--- config.mk ---
export PLATFORM = sky130hd
export DESIGN_NAME = ram_playback_scheduler
export DESIGN_NICKNAME = d
export VERILOG_FILES = /design/src/rtl/playback_pkg.sv /design/src/rtl/sample_rate_divider.sv /design/src/rtl/ram_playback_scheduler.sv
export SDC_FILE = /design/constraint.sdc
export NUM_CORES = 1
export LEC_CHECK = 0
export ABC_AREA = 1
export CAP_MARGIN = 20
export CORE_MARGIN = 5
export CORE_UTILIZATION = 57
export DETAILED_ROUTE_END_ITERATION = 12
export DONT_BUFFER_PORTS = 1
export PLACE_DENSITY_LB_ADDON = 0.08
export SYNTH_ARGS = -nofsm -noshare
export SYNTH_HDL_FRONTEND = slang
export SYNTH_SLANG_ARGS = --single-unit
export TNS_END_PERCENT = 20
--- constraint.sdc ---
create_clock -name clk -period 3.45 [get_ports clk]
set_input_delay 0.345 -clock clk [delete_from_list [all_inputs] [get_ports clk]]
set_output_delay 0.345 -clock clk [all_outputs]
set_load 0.1 [all_outputs]
--- src/rtl/playback_pkg.sv ---
// Shared types and constants for the RAM playback scheduler.
package playback_pkg;

  // Playback sequencer states.
  typedef enum logic [2:0] {
    IDLE,
    READ,
    CAPTURE,
    WAIT,
    DONE
  } state_t;

  // Shortest sample period: one cycle to strobe, one cycle to capture.
  localparam int MIN_PERIOD      = 2;
  localparam int FRAME_CNT_WIDTH = 8;

endpackage

--- src/rtl/sample_rate_divider.sv ---
// Down-counter that paces RAM reads.
// The count is loaded on the read strobe cycle, and o_tick marks the last
// cycle before the next read is due.
module sample_rate_divider #(
  parameter int DIV_WIDTH = 16
) (
  input  logic                 clk,
  input  logic                 rst,
  input  logic                 i_clear,
  input  logic                 i_load,
  input  logic [DIV_WIDTH-1:0] i_period,
  output logic                 o_tick
);

  logic [DIV_WIDTH-1:0] r_count;

  // Reload on each strobe, then count down and hold at zero.
  // NOTE: clocked state uses non-blocking (<=) so every flop samples pre-edge values.
  always_ff @(posedge clk or posedge rst) begin
    if (rst) begin
      r_count <= '0;
    end else if (i_clear) begin
      r_count <= '0;
    end else if (i_load) begin
      r_count <= i_period - DIV_WIDTH'(1);
    end else if (r_count != '0) begin
      r_count <= r_count - DIV_WIDTH'(1);
    end
  end

  // The cycle holding a count of 1 is P-1 cycles after the strobe.
  // Leaving the FSM on this cycle lands the next strobe exactly P cycles later.
  assign o_tick = (r_count == DIV_WIDTH'(1));

endmodule

--- src/rtl/ram_playback_scheduler.sv ---
// Walks RAM addresses 0..last_addr at a programmable period.
// It issues one read strobe per sample, and presents each returned word as a sample.
// Reads are held off while the host write path is busy, and any such delay is flagged.
module ram_playback_scheduler
  import playback_pkg::*;
#(
  parameter int NUM_CHANNELS = 4,
  parameter int DATA_WIDTH   = 16,
  parameter int ADDR_WIDTH   = 4,
  parameter int DIV_WIDTH    = 16
) (
  input  logic                               clk,
  input  logic                               rst,
  input  logic                               start,
  input  logic                               stop,
  input  logic                               loop_en,
  input  logic [ADDR_WIDTH-1:0]              last_addr,
  input  logic [DIV_WIDTH-1:0]               sample_div,
  input  logic                               write_busy,
  input  logic [NUM_CHANNELS*DATA_WIDTH-1:0] ram_data_in,
  output logic                               ram_read_en,
  output logic [ADDR_WIDTH-1:0]              ram_addr,
  output logic [NUM_CHANNELS*DATA_WIDTH-1:0] sample_out,
  output logic                               sample_valid,
  output logic                               busy,
  output logic                               done,
  output logic [FRAME_CNT_WIDTH-1:0]         frame_count,
  output logic                               underrun
);

  state_t                             r_state;
  logic [ADDR_WIDTH-1:0]              r_addr;
  logic [ADDR_WIDTH-1:0]              r_last_addr;
  logic [DIV_WIDTH-1:0]               r_period;
  logic [FRAME_CNT_WIDTH-1:0]         r_frame_count;
  logic                               r_busy;
  logic                               r_done;
  logic                               r_underrun;
  logic [NUM_CHANNELS*DATA_WIDTH-1:0] r_sample;

  logic                               w_strobe;
  logic                               w_capture;
  logic                               w_tick;
  logic                               w_at_last;
  logic [DIV_WIDTH-1:0]               w_period;

  // A read issues in READ only when the host write path is idle.
  // The decision must be made within the cycle, so the strobe follows write_busy directly.
  assign w_strobe  = (r_state == READ) && !write_busy;
  // Returned data is live in CAPTURE. A stop in that cycle discards the sample.
  assign w_capture = (r_state == CAPTURE) && !stop;
  assign w_at_last = (r_addr == r_last_addr);
  assign w_period  = (sample_div < DIV_WIDTH'(MIN_PERIOD)) ? DIV_WIDTH'(MIN_PERIOD)
                                                           : sample_div;

  sample_rate_divider #(
    .DIV_WIDTH(DIV_WIDTH)
  ) u_divider (
    .clk     (clk),
    .rst     (rst),
    .i_clear (stop),
    .i_load  (w_strobe),
    .i_period(r_period),
    .o_tick  (w_tick)
  );

  // Playback sequencer: run control, address walk, frame counter and sample hold.
  always_ff @(posedge clk or posedge rst) begin
    if (rst) begin
      r_state       <= IDLE;
      r_addr        <= '0;
      r_last_addr   <= '0;
      r_period      <= '0;
      r_frame_count <= '0;
      r_busy        <= 1'b0;
      r_done        <= 1'b0;
      r_underrun    <= 1'b0;
      r_sample      <= '0;
    end else if (stop) begin
      r_state <= IDLE;
      r_busy  <= 1'b0;
      r_done  <= 1'b0;
    end else begin
      case (r_state)
        IDLE, DONE: begin
          if (start) begin
            r_last_addr   <= last_addr;
            r_period      <= w_period;
            r_addr        <= '0;
            r_frame_count <= '0;
            r_done        <= 1'b0;
            r_underrun    <= 1'b0;
            r_busy        <= 1'b1;
            r_state       <= READ;
          end
        end
        READ: begin
          if (write_busy) begin
            r_underrun <= 1'b1;
          end else begin
            r_state <= CAPTURE;
          end
        end
        CAPTURE: begin
          r_sample <= ram_data_in;
          if (w_at_last && !loop_en) begin
            r_busy  <= 1'b0;
            r_done  <= 1'b1;
            r_state <= DONE;
          end else begin
            if (w_at_last) begin
              r_addr        <= '0;
              r_frame_count <= r_frame_count + FRAME_CNT_WIDTH'(1);
            end else begin
              r_addr <= r_addr + ADDR_WIDTH'(1);
            end
            // At the minimum period there is no idle cycle, so WAIT is skipped.
            r_state <= w_tick ? READ : WAIT;
          end
        end
        WAIT: begin
          if (w_tick) begin
            r_state <= READ;
          end
        end
        default: r_state <= IDLE;
      endcase
    end
  end

  assign ram_read_en  = w_strobe;
  assign ram_addr     = r_addr;
  assign sample_valid = w_capture;
  assign sample_out   = w_capture ? ram_data_in : r_sample;
  assign busy         = r_busy;
  assign done         = r_done;
  assign frame_count  = r_frame_count;
  assign underrun     = r_underrun;

endmodule

# Word level (Yosys, flattened, before mapping)
# Index checks and enable logic that the tools add are counted.
[word_totals]
ff_bits = 118
output_inout_bits = 81
[classes]
add_sub_neg = 4
magnitude_cmp = 1
n_eq_ne = 14
n_mux = 30
n_bitwise = 1
n_reduce_logical = 20
[op_table]
columns = ["operator", "count"]
rows = [
  ["$mux 16", 4],
  ["$mux 64", 1],
  ["$sub 16x1->16 const B", 2],
  ["$mux 8", 3],
  ["$eq 16x1->1 const B", 1],
  ["$lt 16x2->1 const B", 1],
  ["$pmux 8 s2", 1],
  ["$reduce_bool 16->1", 1],
  ["$mux 3", 5],
  ["$mux 4", 3],
  ["$pmux 3 s4", 1],
  ["$ne 3x3->1 const B", 3],
  ["$reduce_and 3->1", 3],
  ["$add 8x1->8 const B", 1],
  ["$ne 2x2->1 const B", 4],
  ["$pmux 4 s2", 1],
  ["$reduce_and 4->1", 2],
  ["$mux 1", 7],
  ["$eq 3x2->1 const B", 2],
  ["$pmux 1 s2", 3],
  ["$reduce_bool 3->1", 2],
  ["$reduce_and 5->1", 1],
  ["$add 4x1->4 const B", 1],
  ["$eq 4x4->1", 1],
  ["11 further kinds", 16],
]

# Longest topological paths before layout
# Gate-level depths: netlist (run 1).
[depth]
depth_word = 5
ltp_mapped = 10

# Cells and area by module
# From an unflattened synthesis (run 1), not the netlist that was laid out.
[hier_totals]
cells_unflattened = 789
hier_area_um2 = 5974.5
[by_module_without_submodules]
columns = ["module", "n_inst", "cells_each", "area_per_inst_um2"]
rows = [
  ["ram_playback_scheduler", 1, 541, 4499.3],
  ["sample_rate_divider", 1, 248, 1475.2],
]

# Least setup slack after synthesis (run 1)
# Ideal clock, no wire load.
[synth_timing]
path_kind = "register to output"
from = "register r_state[0]"
to = "output sample_out[0]"
arrival_time_ns = 2.289
t_required_ns = 3.105
setup_slack_ns = 0.816
path_stages_with_launch = 7
path_cell_list = "dfrtp_1 > nor3_4 > inv_2 > nor2_4 > buf_2 > nand2_1 > nand2_1"
[synth_between]
elab_chain_len = 3
[synth_rtl]
columns = ["item", "line_no", "source"]
rows = [
  ["start: declaration", "ram_playback_scheduler.sv:31", "state_t r_state;"],
  ["start signal: assignment", "ram_playback_scheduler.sv:118", "r_state <= w_tick ? READ : WAIT;"],
  ["$eq 3x2->1", "ram_playback_scheduler.sv:51", "assign w_capture = (r_state == CAPTURE) && !stop;"],
  ["$logic_and 1x1->1", "ram_playback_scheduler.sv:51", ""],
  ["net sample_valid", "ram_playback_scheduler.sv:24", "output logic sample_valid,"],
  ["$mux 64", "ram_playback_scheduler.sv:134", "assign sample_out = w_capture ? ram_data_in : r_sample;"],
  ["end: declaration", "ram_playback_scheduler.sv:23", "output logic [NUM_CHANNELS*DATA_WIDTH-1:0] sample_out,"],
]
# The timed path passes the listed nets, and every way through them passes these cells.

# Worst setup path after layout (run 1)
[layout_timing]
from = "register r_state[0]"
to = "output sample_out[32]"
[layout_between]
elab_chain_len = 3
[layout_rtl]
columns = ["item", "line_no"]
rows = [
  ["$eq 3x2->1", "ram_playback_scheduler.sv:51"],
  ["$logic_and 1x1->1", "ram_playback_scheduler.sv:51"],
  ["$mux 64", "ram_playback_scheduler.sv:134"],
]
# No other way between the ends.

==> results of run 1 <==
==> worst reg2reg max path: stages (launching register included) <==
cell,delay [ns]
sky130_fd_sc_hd__dfrtp_1,0.46
sky130_fd_sc_hd__nor3_4,0.36
sky130_fd_sc_hd__inv_2,0.18
sky130_fd_sc_hd__nor2_4,0.14
sky130_fd_sc_hd__buf_4,0.53
sky130_fd_sc_hd__nand2_1,0.17
sky130_fd_sc_hd__nand2_1,0.11
sky130_fd_sc_hd__buf_4,0.30
==> cells in the mapped netlist (all sizes together), types with 2 or more instances <==
| master | instances | area share, % |
|---|---|---|
| a21oi | 17 | 1.5 |
| buf | 18 | 1.9 |
| clkbuf | 3 | 0.20 |
| dfrtp | 118 | 51 |
| ha | 5 | 1.1 |
| inv | 55 | 3.6 |
| nand2 | 362 | 24 |
| nand3 | 41 | 3.6 |
| nand3b | 3 | 0.39 |
| nand4 | 6 | 0.65 |
| nor2 | 90 | 6.2 |
| nor3 | 3 | 0.46 |
| o21ai | 31 | 2.7 |
| o22ai | 3 | 0.33 |
| xnor2 | 2 | 0.31 |
| xor2 | 5 | 0.76 |
==> sequential cells by signal (all words and copies together) (netlist names) <==
| name | count |
|---|---|
| r_sample | 64 |
| r_period | 16 |
| u_divider.r_count | 16 |
| frame_count | 8 |
| r_last_addr | 4 |
| ram_addr | 4 |
| r_state | 3 |
| busy | 1 |
| done | 1 |
| underrun | 1 |
==> metal layers <==
layer | up-vias | part of all wire (%) | wire [µm]
met4 | 0 | 2.9 | 460
li1 | 2617 | - | -
met1 | 2452 | 37 | 5890
met3 | 44 | 8.3 | 1320
met2 | 209 | 52 | 8210
met5 | - | 0 | 0
==> final cells by class <==
cell class                 instances  area (µm²)
fill                             716        2380
tap                              133         166
timing repair buffer             113         961
inverter                          56         214
clock inverter                    14         220
clock buffer                      18         428
sequential                       118        2950
multi-input combinational        576        2450
==> stage by stage <==
| stage | setup WS, ns | cell area (µm²) |
|---|---|---|
| 2_1_floorplan | 0.816 | 5740 |
| 3_3_place_gp | 1.03 | 6430 |
| 3_5_place_dp | 0.964 | 6430 |
| 4_1_cts | 0.348 | 7400 |
| 5_1_grt | 0.135 | 7400 |
| 6_report | 0.322 | 7400 |
==> worst min path at each step <==
stage                  start                       end  slack, ns
6_report       sample_div[1]   r_period[1]$_DFFE_PP0P_       0.08
5_1_grt        sample_div[1]   r_period[1]$_DFFE_PP0P_       0.07
4_1_cts        sample_div[1]   r_period[1]$_DFFE_PP0P_       0.02
3_5_place_dp            stop    r_state[2]$_DFFE_PP0P_       0.41
3_3_place_gp             rst  r_sample[12]$_DFFE_PP0N_       0.41
2_1_floorplan           stop    r_state[2]$_DFFE_PP0P_       0.41
==> cells by family after synthesis <==
group	synth area share [%]
AO/OA/AOI/OAI	5.08
XOR/XNOR	1.07
adder cells (fa/ha/maj)	1.09
buffers and inverters	5.76
flip-flops	51.5
AND/OR/NAND/NOR	35.5
==> impl_metrics.csv, run 1 <==
group,metric,value,unit
floorplan,row_count,36,
logic_synthesis,avgSynthCellArea,7.44,µm²
placement,weighted_congestion_reported_at_the_end_of_routability_driven_placement,0.864,
clocking,reg_clk_slew_reported_paths,0.06,ns
timing,final-max-slew-violation-count,0,
outcome,run_status,"completed",
timing,timing_hold_violations_final,0,
timing,timing.max_slew.rel_slack,32.0,%
global_routing,global_route.overflow_total,0,
worst_setup_path,type_of_the_worst_setup_path,"flop to output port",
clocking,cts_root_buf,"sky130_fd_sc_hd__clkbuf_8",
finish,synthToLayoutAreaGrowth,29.0,%
timing,grt_setup_unrepaired,"no",
worst_setup_path,critical_path.reg2reg.startpoint,"r_state[0]$_DFFE_PP0P_",
worst_setup_path,cp_top_family,"buffers and inverters",
timing,setup_tns,0,ns
worst_setup_path,crit_path_required_time,3.11,ns
logic_synthesis,postSynth.topFlopCell,"sky130_fd_sc_hd__dfrtp_1",
global_routing,grt_util_all_layers,27.7,%
logic_synthesis,synth.yosys.seq_area_share,51.5,%
placement,hpwlAfterDp,10600,µm
finish,finish.utilization,75.7,%
placement,port_buffers,0,
worst_setup_path,regToRegEndpoint,"r_sample[32]$_DFFE_PP0N_",
floorplan,floorplan.io_pins,171,
logic_synthesis,synth_edf_count,0,
drt,drt_wl_total,15900,µm
finish,final_cell_mix,"sky130_fd_sc_hd__nand2_1, sky130_fd_sc_hd__dfrtp_1, sky130_fd_sc_hd__nor2_1",
worst_hold_path,worst_hold_class,"input pin to flop",
global_routing,gr-usage-met3,10.3,%
floorplan,starting_density_of_the_core,58.7,%
logic_synthesis,synth_cells,771,
worst_setup_path,timing.reg2reg.worst_path_depth,7,
global_routing,grt_util_met2,47.4,%
global_routing,grt_first_pass_wirelength,25700,µm
drt,vias,5322,
finish,antenna_cells,0,
logic_synthesis,synthDistinctLibCells,34,
logic_synthesis,ys_warn_count,0,
logic_synthesis,postSynth.asyncResetShare,100,%
worst_hold_path,worstHoldPathCells,3,
drt,antenna_left,0,
worst_setup_path,critical_path.cell_chain,"nor3_4, inv_2, nor2_4, buf_4, nand2_1, nand2_1, buf_4",
clocking,insertion_delay,0.53,ns
finish,layout.cells.non_filler,1028,
timing,tightestPinTransition,1.02,ns
drt,route.detailed.drc,0,
timing,layout_worst_path_cycle_share,90.7,%
timing,post-route-min-period,3.13,ns
worst_setup_path,critical_path_endpoint_category,"output port",
worst_setup_path,setup_slack_of_the_worst_register_to_register_path,1.08,ns
finish,post_route_cells_drive_above_1_share,14.1,%
floorplan,die-area,0.0122,mm²
clocking,cts_max_level,4,
global_routing,grt_most_used_layer,"met2",
logic_synthesis,postSynthNetCount,866,
finish,finalNetCount,977,
clocking,cts_hold_buffers,32,
placement,numPlacedInstances,964,
global_routing,vias_in_the_first_global_route,5408,
worst_setup_path,crit_cells,7,
drt,drt_pass1_iterations,5,
floorplan,core_area,0.00977,mm²
worst_setup_path,crit_arrival,2.78,ns
timing,whs,0.0809,ns
clocking,tritoncts_clock_tree,"built",
finish,layout_commonest_cell,"sky130_fd_sc_hd__nand2_1",
worst_setup_path,crit_path_start,"r_state[0]$_DFFE_PP0P_",
run,max_cap_violations,0,
logic_synthesis,yosys_register_bits,118,
clocking,sink_count,118,
global_routing,antenna_found_initial,0,
clocking,cts.path.max_buffers,2,
drt,post_drt_via_cell_ratio,5.18,
timing,timing.fmax,320,MHz
global_routing,use_met1,31.0,%
worst_setup_path,timing.critical_path.fanout_max,65,
global_routing,pin_count_of_the_biggest_net_entering_global_routing,82,
clocking,post_cts_resize_count,0,
floorplan,fp.dieW,110,µm
timing,worst_clock_skew,0.00432,ns
clocking,post-cts-setup-buffer-count,0,
logic_synthesis,syn-cell-area,0.00574,mm²
timing,setup_viol_count_final,0,
drt,drt-initial-drc-count,352,
drt,wl_per_cell,15.5,µm
worst_setup_path,critical-path-slowest-cell,"sky130_fd_sc_hd__buf_4",
floorplan,chipHeight,110,µm
worst_setup_path,endpoint,"sample_out[32]",
worst_setup_path,cp_num_buf_inv,3,
clocking,cts_inserted_buffers,17,
worst_setup_path,timing.critical_path.slowest_cell_delay,0.53,ns
worst_setup_path,timing.critical_path.from_type,"flop",
Power of run 1 is not shown: default switching activity piles up to over one toggle a cycle in this logic, so the estimate is an artifact.
==> run 2, diff against run 1 <==
- PLACE_DENSITY_LB_ADDON: 0.08 -> 0.05
==> run 2 against run 1 <==
Net effect:
- worst hold slack got worse by 0.029 ns
- first-iteration DRC count fell by 18%
- wire length fell by 2.1%
- die area did not move
- via count fell by 0.92%
- sequential share of layout area rose by 0.71 points
- maximum frequency fell by 2.5%
- register-to-register slack got worse by 0.06 ns
- worst setup slack got worse by 0.081 ns
- critical path depth rose by 1
- critical endpoint is now sample_out[48]
- cell count barely moved
==> impl_metrics.csv, run 2 (synthesized netlist as in run 1, its figures left out) <==
group,metric,value,unit
timing,timing_hold_violations_final,0,
clocking,insertion_delay,0.53,ns
worst_setup_path,timing.critical_path.fanout_max,64,
drt,antenna_left,0,
worst_setup_path,timing.critical_path.slowest_cell_delay,0.46,ns
finish,layout_commonest_cell,"sky130_fd_sc_hd__nand2_1",
worst_setup_path,critical_path.reg2reg.startpoint,"r_state[0]$_DFFE_PP0P_",
worst_hold_path,min_to,"r_period[1]$_DFFE_PP0P_",
finish,layout.cells.non_filler,1027,
worst_hold_path,worstHoldPathCells,3,
worst_setup_path,setup_slack_of_the_worst_register_to_register_path,1.02,ns
timing,layout_worst_path_cycle_share,93.0,%
worst_setup_path,crit_arrival,2.86,ns
worst_setup_path,critical_path_endpoint_category,"output port",
finish,final-seq-area,0.00295,mm²
drt,drt_wl_total,15600,µm
worst_setup_path,cp_num_buf_inv,4,
finish,multi_input_area,0.00246,mm²
floorplan,core_area,0.00977,mm²
drt,route.detailed.drc,0,
finish,number_of_flip_flops_under_the_largest_register_name,64,
drt,drt_pass1_iterations,5,
floorplan,fp.dieW,110,µm
worst_setup_path,cp_top_family,"simple AND/OR/NAND/NOR gates",
placement,hpwlAfterDp,10700,µm
drt,vias,5273,
global_routing,grt_util_all_layers,27.0,%
worst_setup_path,regToRegEndpoint,"r_sample[39]$_DFFE_PP0N_",
timing,setup_viol_count_final,0,
clocking,cts_max_level,4,
floorplan,row_count,36,
worst_setup_path,crit_cells,8,
clocking,cts_root_buf,"sky130_fd_sc_hd__clkbuf_8",
timing,timing.fmax,312,MHz
finish,post_route_cells_drive_above_1_share,13.9,%
finish,layout_top_registers,"r_sample: 64 flops, r_period: 16 flops, u_divider.r_count: 16 flops",
floorplan,chipHeight,110,µm
worst_setup_path,timing.critical_path.from_type,"flop",
timing,grt_setup_unrepaired,"no",
worst_setup_path,critical_path.cell_chain,"nor3_4, inv_2, nor2_4, inv_2, buf_4, nand2_1, nand2_1, buf_4",
global_routing,global_route.overflow_total,0,
worst_setup_path,critical-path-slowest-cell,"sky130_fd_sc_hd__dfrtp_1",
run,max_cap_violations,0,
timing,final-max-slew-violation-count,0,
clocking,reg_clk_slew_reported_paths,0.06,ns
finish,fillerInstances,795,
timing,worst_clock_skew,0.00615,ns
global_routing,grt_first_pass_wirelength,25000,µm
timing,timing.max_slew.rel_slack,36.3,%
placement,weighted_congestion_reported_at_the_end_of_routability_driven_placement,0.917,
finish,antenna_cells,0,
timing,post-route-min-period,3.21,ns
finish,synthToLayoutAreaGrowth,26.7,%
clocking,post_cts_resize_count,0,
clocking,cts.path.max_buffers,2,
finish,finalNetCount,979,
clocking,sink_count,118,
worst_setup_path,timing.reg2reg.worst_path_depth,8,
floorplan,starting_density_of_the_core,58.7,%
clocking,cts_inserted_buffers,17,
drt,drt-initial-drc-count,289,
worst_setup_path,type_of_the_worst_setup_path,"flop to output port",
global_routing,vias_in_the_first_global_route,5320,
timing,setup_tns,0,ns
drt,wl_per_cell,15.1,µm
floorplan,die-area,0.0122,mm²
global_routing,antenna_found_initial,0,
global_routing,pin_count_of_the_biggest_net_entering_global_routing,65,
drt,post_drt_via_cell_ratio,5.13,
finish,top_register,"r_sample",
clocking,post-cts-setup-buffer-count,0,
worst_hold_path,worst_hold_startpoint,"sample_div[4]",
worst_setup_path,crit_path_required_time,3.11,ns
worst_hold_path,worst_hold_class,"input pin to flop",
placement,port_buffers,0,
placement,numPlacedInstances,965,
timing,tightestPinTransition,0.955,ns
outcome,run_status,"completed",
floorplan,floorplan.io_pins,171,
finish,final_cell_mix,"sky130_fd_sc_hd__nand2_1, sky130_fd_sc_hd__dfrtp_1, sky130_fd_sc_hd__nor2_1",
clocking,tritoncts_clock_tree,"built",
-- run 2: changes by cell type in the layout (fill, tap and decap cells not counted), sizes merged --
cell	change
buf	+2
bufinv	-5
clkinv	+3
inv	-4
clkbuf	+1
clkinvlp	+2
-- run 2: cell type report --
cell class / count / share of cell area [%]
flip-flops and latches: 118 / 40.6
multi-input cells: 576 / 33.8
repair buffers: 115 / 13.5
clock buffers: 19 / 5.94
inverters: 56 / 2.94
well taps: 133 / 2.29
clock inverters: 10 / 0.844
-- run 2: how the worst max path moves through the flow --
stage,end,slack (ns),startpoint
floorplan,sample_out[0],0.82,r_state[0]$_DFFE_PP0P_
global placement,sample_out[61],0.95,r_state[0]$_DFFE_PP0P_
detailed placement,sample_out[18],0.85,r_state[0]$_DFFE_PP0P_
CTS,sample_out[59],0.25,r_state[0]$_DFFE_PP0P_
global route,sample_out[48],0.05,r_state[0]$_DFFE_PP0P_
finish,sample_out[48],0.24,r_state[0]$_DFFE_PP0P_
-- run 2: routing by layer --
| layer | vias up | GRT usage [%] | routed length (µm) |
|---|---|---|---|
| met3 | 36 | 9.38 | 1200 |
| met5 | - | 0 | 0 |
| met4 | 0 | 12.1 | 369 |
| met1 | 2431 | 31.0 | 6080 |
| met2 | 182 | 45.5 | 7910 |
| li1 | 2624 | - | - |
-- run 2: metrics by stage --
stage / setup slack (ns) / cell area (µm²) / utilization, % / hold slack (ns)
floorplan: 0.816 / 5740 / - / 0.408
global placement: 0.951 / 6430 / 65.8 / 0.413
detailed placement: 0.850 / 6430 / 65.8 / 0.412
CTS: 0.254 / 7250 / 74.1 / 0.0266
global route: 0.0454 / 7270 / 74.3 / 0.0721
finish: 0.242 / 7270 / 74.3 / 0.0524
-- run 2: worst register-to-register path, delay by kind of cell, from the launching register on --
kind                   cells  cell delay [ns]
buffers and inverters      4             0.79
DFF                        1             0.46
and+or+nand+nor            4             1.03
-- run 2: timing repair --
action | 4_1_cts | 5_1_grt
hold buffers | 32 | 0
hold endpoints to repair | 73 | 0
setup endpoints to repair | 0 | 0
Power of run 2 is left out for the same reason.
==> run 3, diff against run 2 <==
- CORE_UTILIZATION: 57 -> 60
- CTS_BUF_LIST: default -> sky130_fd_sc_hd__clkbuf_8
==> run 3 against run 2 <==
Net effect:
- non-clock buffer count is 30 lower
- clock-buffer cell count is 1 lower
- worst hold slack worse by 0.021 ns
- critical path depth stayed put
- worst setup slack better by 0.15 ns
- cell area is 5.5% lower
- cell count is 3.0% lower
- critical endpoint is now sample_out[54]
- highest routed layer unchanged
==> impl_metrics.csv, run 3 (synthesized netlist as in run 1, its figures left out) <==
group,metric,value,unit
outcome,run_status,"completed",
clocking,cts_inserted_buffers,17,
floorplan,chipHeight,108,µm
timing,timing.fmax,327,MHz
placement,hpwlAfterDp,10800,µm
clocking,post-cts-setup-buffer-count,0,
placement,port_buffers,0,
worst_setup_path,timing.critical_path.from_type,"flop",
timing,setup_viol_count_final,0,
drt,wl_per_cell,14.8,µm
worst_setup_path,setup_slack_of_the_worst_register_to_register_path,1.02,ns
finish,post_route_cells_drive_above_1_share,14.8,%
timing,grt_setup_unrepaired,"no",
finish,number_of_flip_flops_under_the_largest_register_name,64,
timing,setup_tns,0,ns
worst_hold_path,worst_hold_class,"input pin to flop",
worst_setup_path,critical_path_endpoint_category,"output port",
global_routing,antenna_found_initial,0,
finish,finish.utilization,74.0,%
clocking,reg_clk_slew_reported_paths,0.08,ns
clocking,cts_max_level,4,
global_routing,grt_first_pass_wirelength,24200,µm
timing,final-max-slew-violation-count,0,
drt,antenna_left,0,
finish,antenna_cells,0,
clocking,cts.path.max_buffers,2,
worst_setup_path,critical_path.cell_chain,"nor3_4, inv_2, nor2_4, inv_2, buf_4, nand2_1, nand2_1, buf_4",
timing,worst_clock_skew,0.0166,ns
clocking,sink_count,118,
timing,layout_worst_path_cycle_share,88.7,%
worst_setup_path,timing.critical_path.slowest_cell_delay,0.49,ns
worst_setup_path,crit_arrival,2.71,ns
drt,drt-initial-drc-count,306,
finish,top_register,"r_sample",
floorplan,row_count,35,
global_routing,grt_util_all_layers,26.2,%
worst_setup_path,cp_top_family,"simple AND/OR/NAND/NOR gates",
global_routing,pin_count_of_the_biggest_net_entering_global_routing,65,
floorplan,fp.dieW,108,µm
floorplan,floorplan.io_pins,171,
drt,post_drt_via_cell_ratio,5.18,
clocking,tritoncts_clock_tree,"built",
timing,timing.max_slew.rel_slack,36.0,%
placement,weighted_congestion_reported_at_the_end_of_routability_driven_placement,0.930,
finish,synthToLayoutAreaGrowth,19.7,%
finish,final_cell_mix,"sky130_fd_sc_hd__nand2_1, sky130_fd_sc_hd__dfrtp_1, sky130_fd_sc_hd__nor2_1",
drt,drt_pass1_iterations,6,
finish,layout_commonest_cell,"sky130_fd_sc_hd__nand2_1",
finish,layout_top_registers,"r_sample: 64 flops, r_period: 16 flops, u_divider.r_count: 16 flops",
placement,preCtsSetupSlack,0.879,ns
timing,post-route-min-period,3.06,ns
clocking,insertion_delay,0.43,ns
floorplan,starting_density_of_the_core,61.8,%
clocking,post_cts_resize_count,0,
global_routing,global_route.overflow_total,0,
floorplan,core_area,0.00928,mm²
floorplan,die-area,0.0116,mm²
global_routing,vias_in_the_first_global_route,5202,
timing,layout_setup_ws,0.391,ns
worst_setup_path,timing.critical_path.fanout_max,64,
worst_setup_path,critical-path-slowest-cell,"sky130_fd_sc_hd__dfrtp_1",
worst_setup_path,cp_num_buf_inv,4,
clocking,cts_root_buf,"sky130_fd_sc_hd__clkbuf_8",
timing,tightestPinTransition,0.960,ns
finish,finalNetCount,949,
drt,vias,5162,
drt,drt_wl_total,14700,µm
timing,timing_hold_violations_final,0,
run,max_cap_violations,0,
worst_setup_path,type_of_the_worst_setup_path,"flop to output port",
worst_setup_path,crit_path_required_time,3.11,ns
drt,route.detailed.drc,0,
## run 3: repair_timing
item	in CTS	in global routing
hold buffers	2	0
setup endpoints to repair	0	0
endpoints found under the hold margin	14	0
## run 3: final cells by class
class | instances | area (µm²)
well taps | 129 | 161
multi-input cells | 576 | 2460
flip-flops and latches | 118 | 2950
clock inverters | 14 | 151
clock buffers | 18 | 248
fillers | 771 | 2420
repair buffers | 85 | 681
inverters | 56 | 214
## run 3: final timing paths
path | startpoint | end | cells after the start
worst max-delay path | r_state[0]$_DFFE_PP0P_ | sample_out[54] | 8
worst min register to register | r_sample[12]$_DFFE_PP0N_ | r_sample[12]$_DFFE_PP0N_ | 2
worst max register to register | r_state[0]$_DFFE_PP0P_ | r_sample[54]$_DFFE_PP0N_ | 8
worst min-delay path | sample_div[15] | r_period[15]$_DFFE_PP0P_ | 2
min in group asynchronous | rst | r_sample[5]$_DFFE_PP0N_ | 2
max in group asynchronous | rst | r_period[10]$_DFFE_PP0P_ | 4
## run 3: metal layers
layer	GRT usage, %	wire length [µm]
met2	44.6	7530
met3	9.84	1260
met5	0	0
met4	8.30	242
met1	30.7	5670
## run 3: per-stage QoR
step	area (µm²)	instances	hold slack [ns]
final	6870	996	0.0318
after global routing	6870	996	0.0108
after CTS	6870	996	0.00654
after detailed placement	6450	962	0.226
after global placement	6430	961	0.413
after floorplan	5740	771	0.408
Power of run 3 is left out for the same reason.
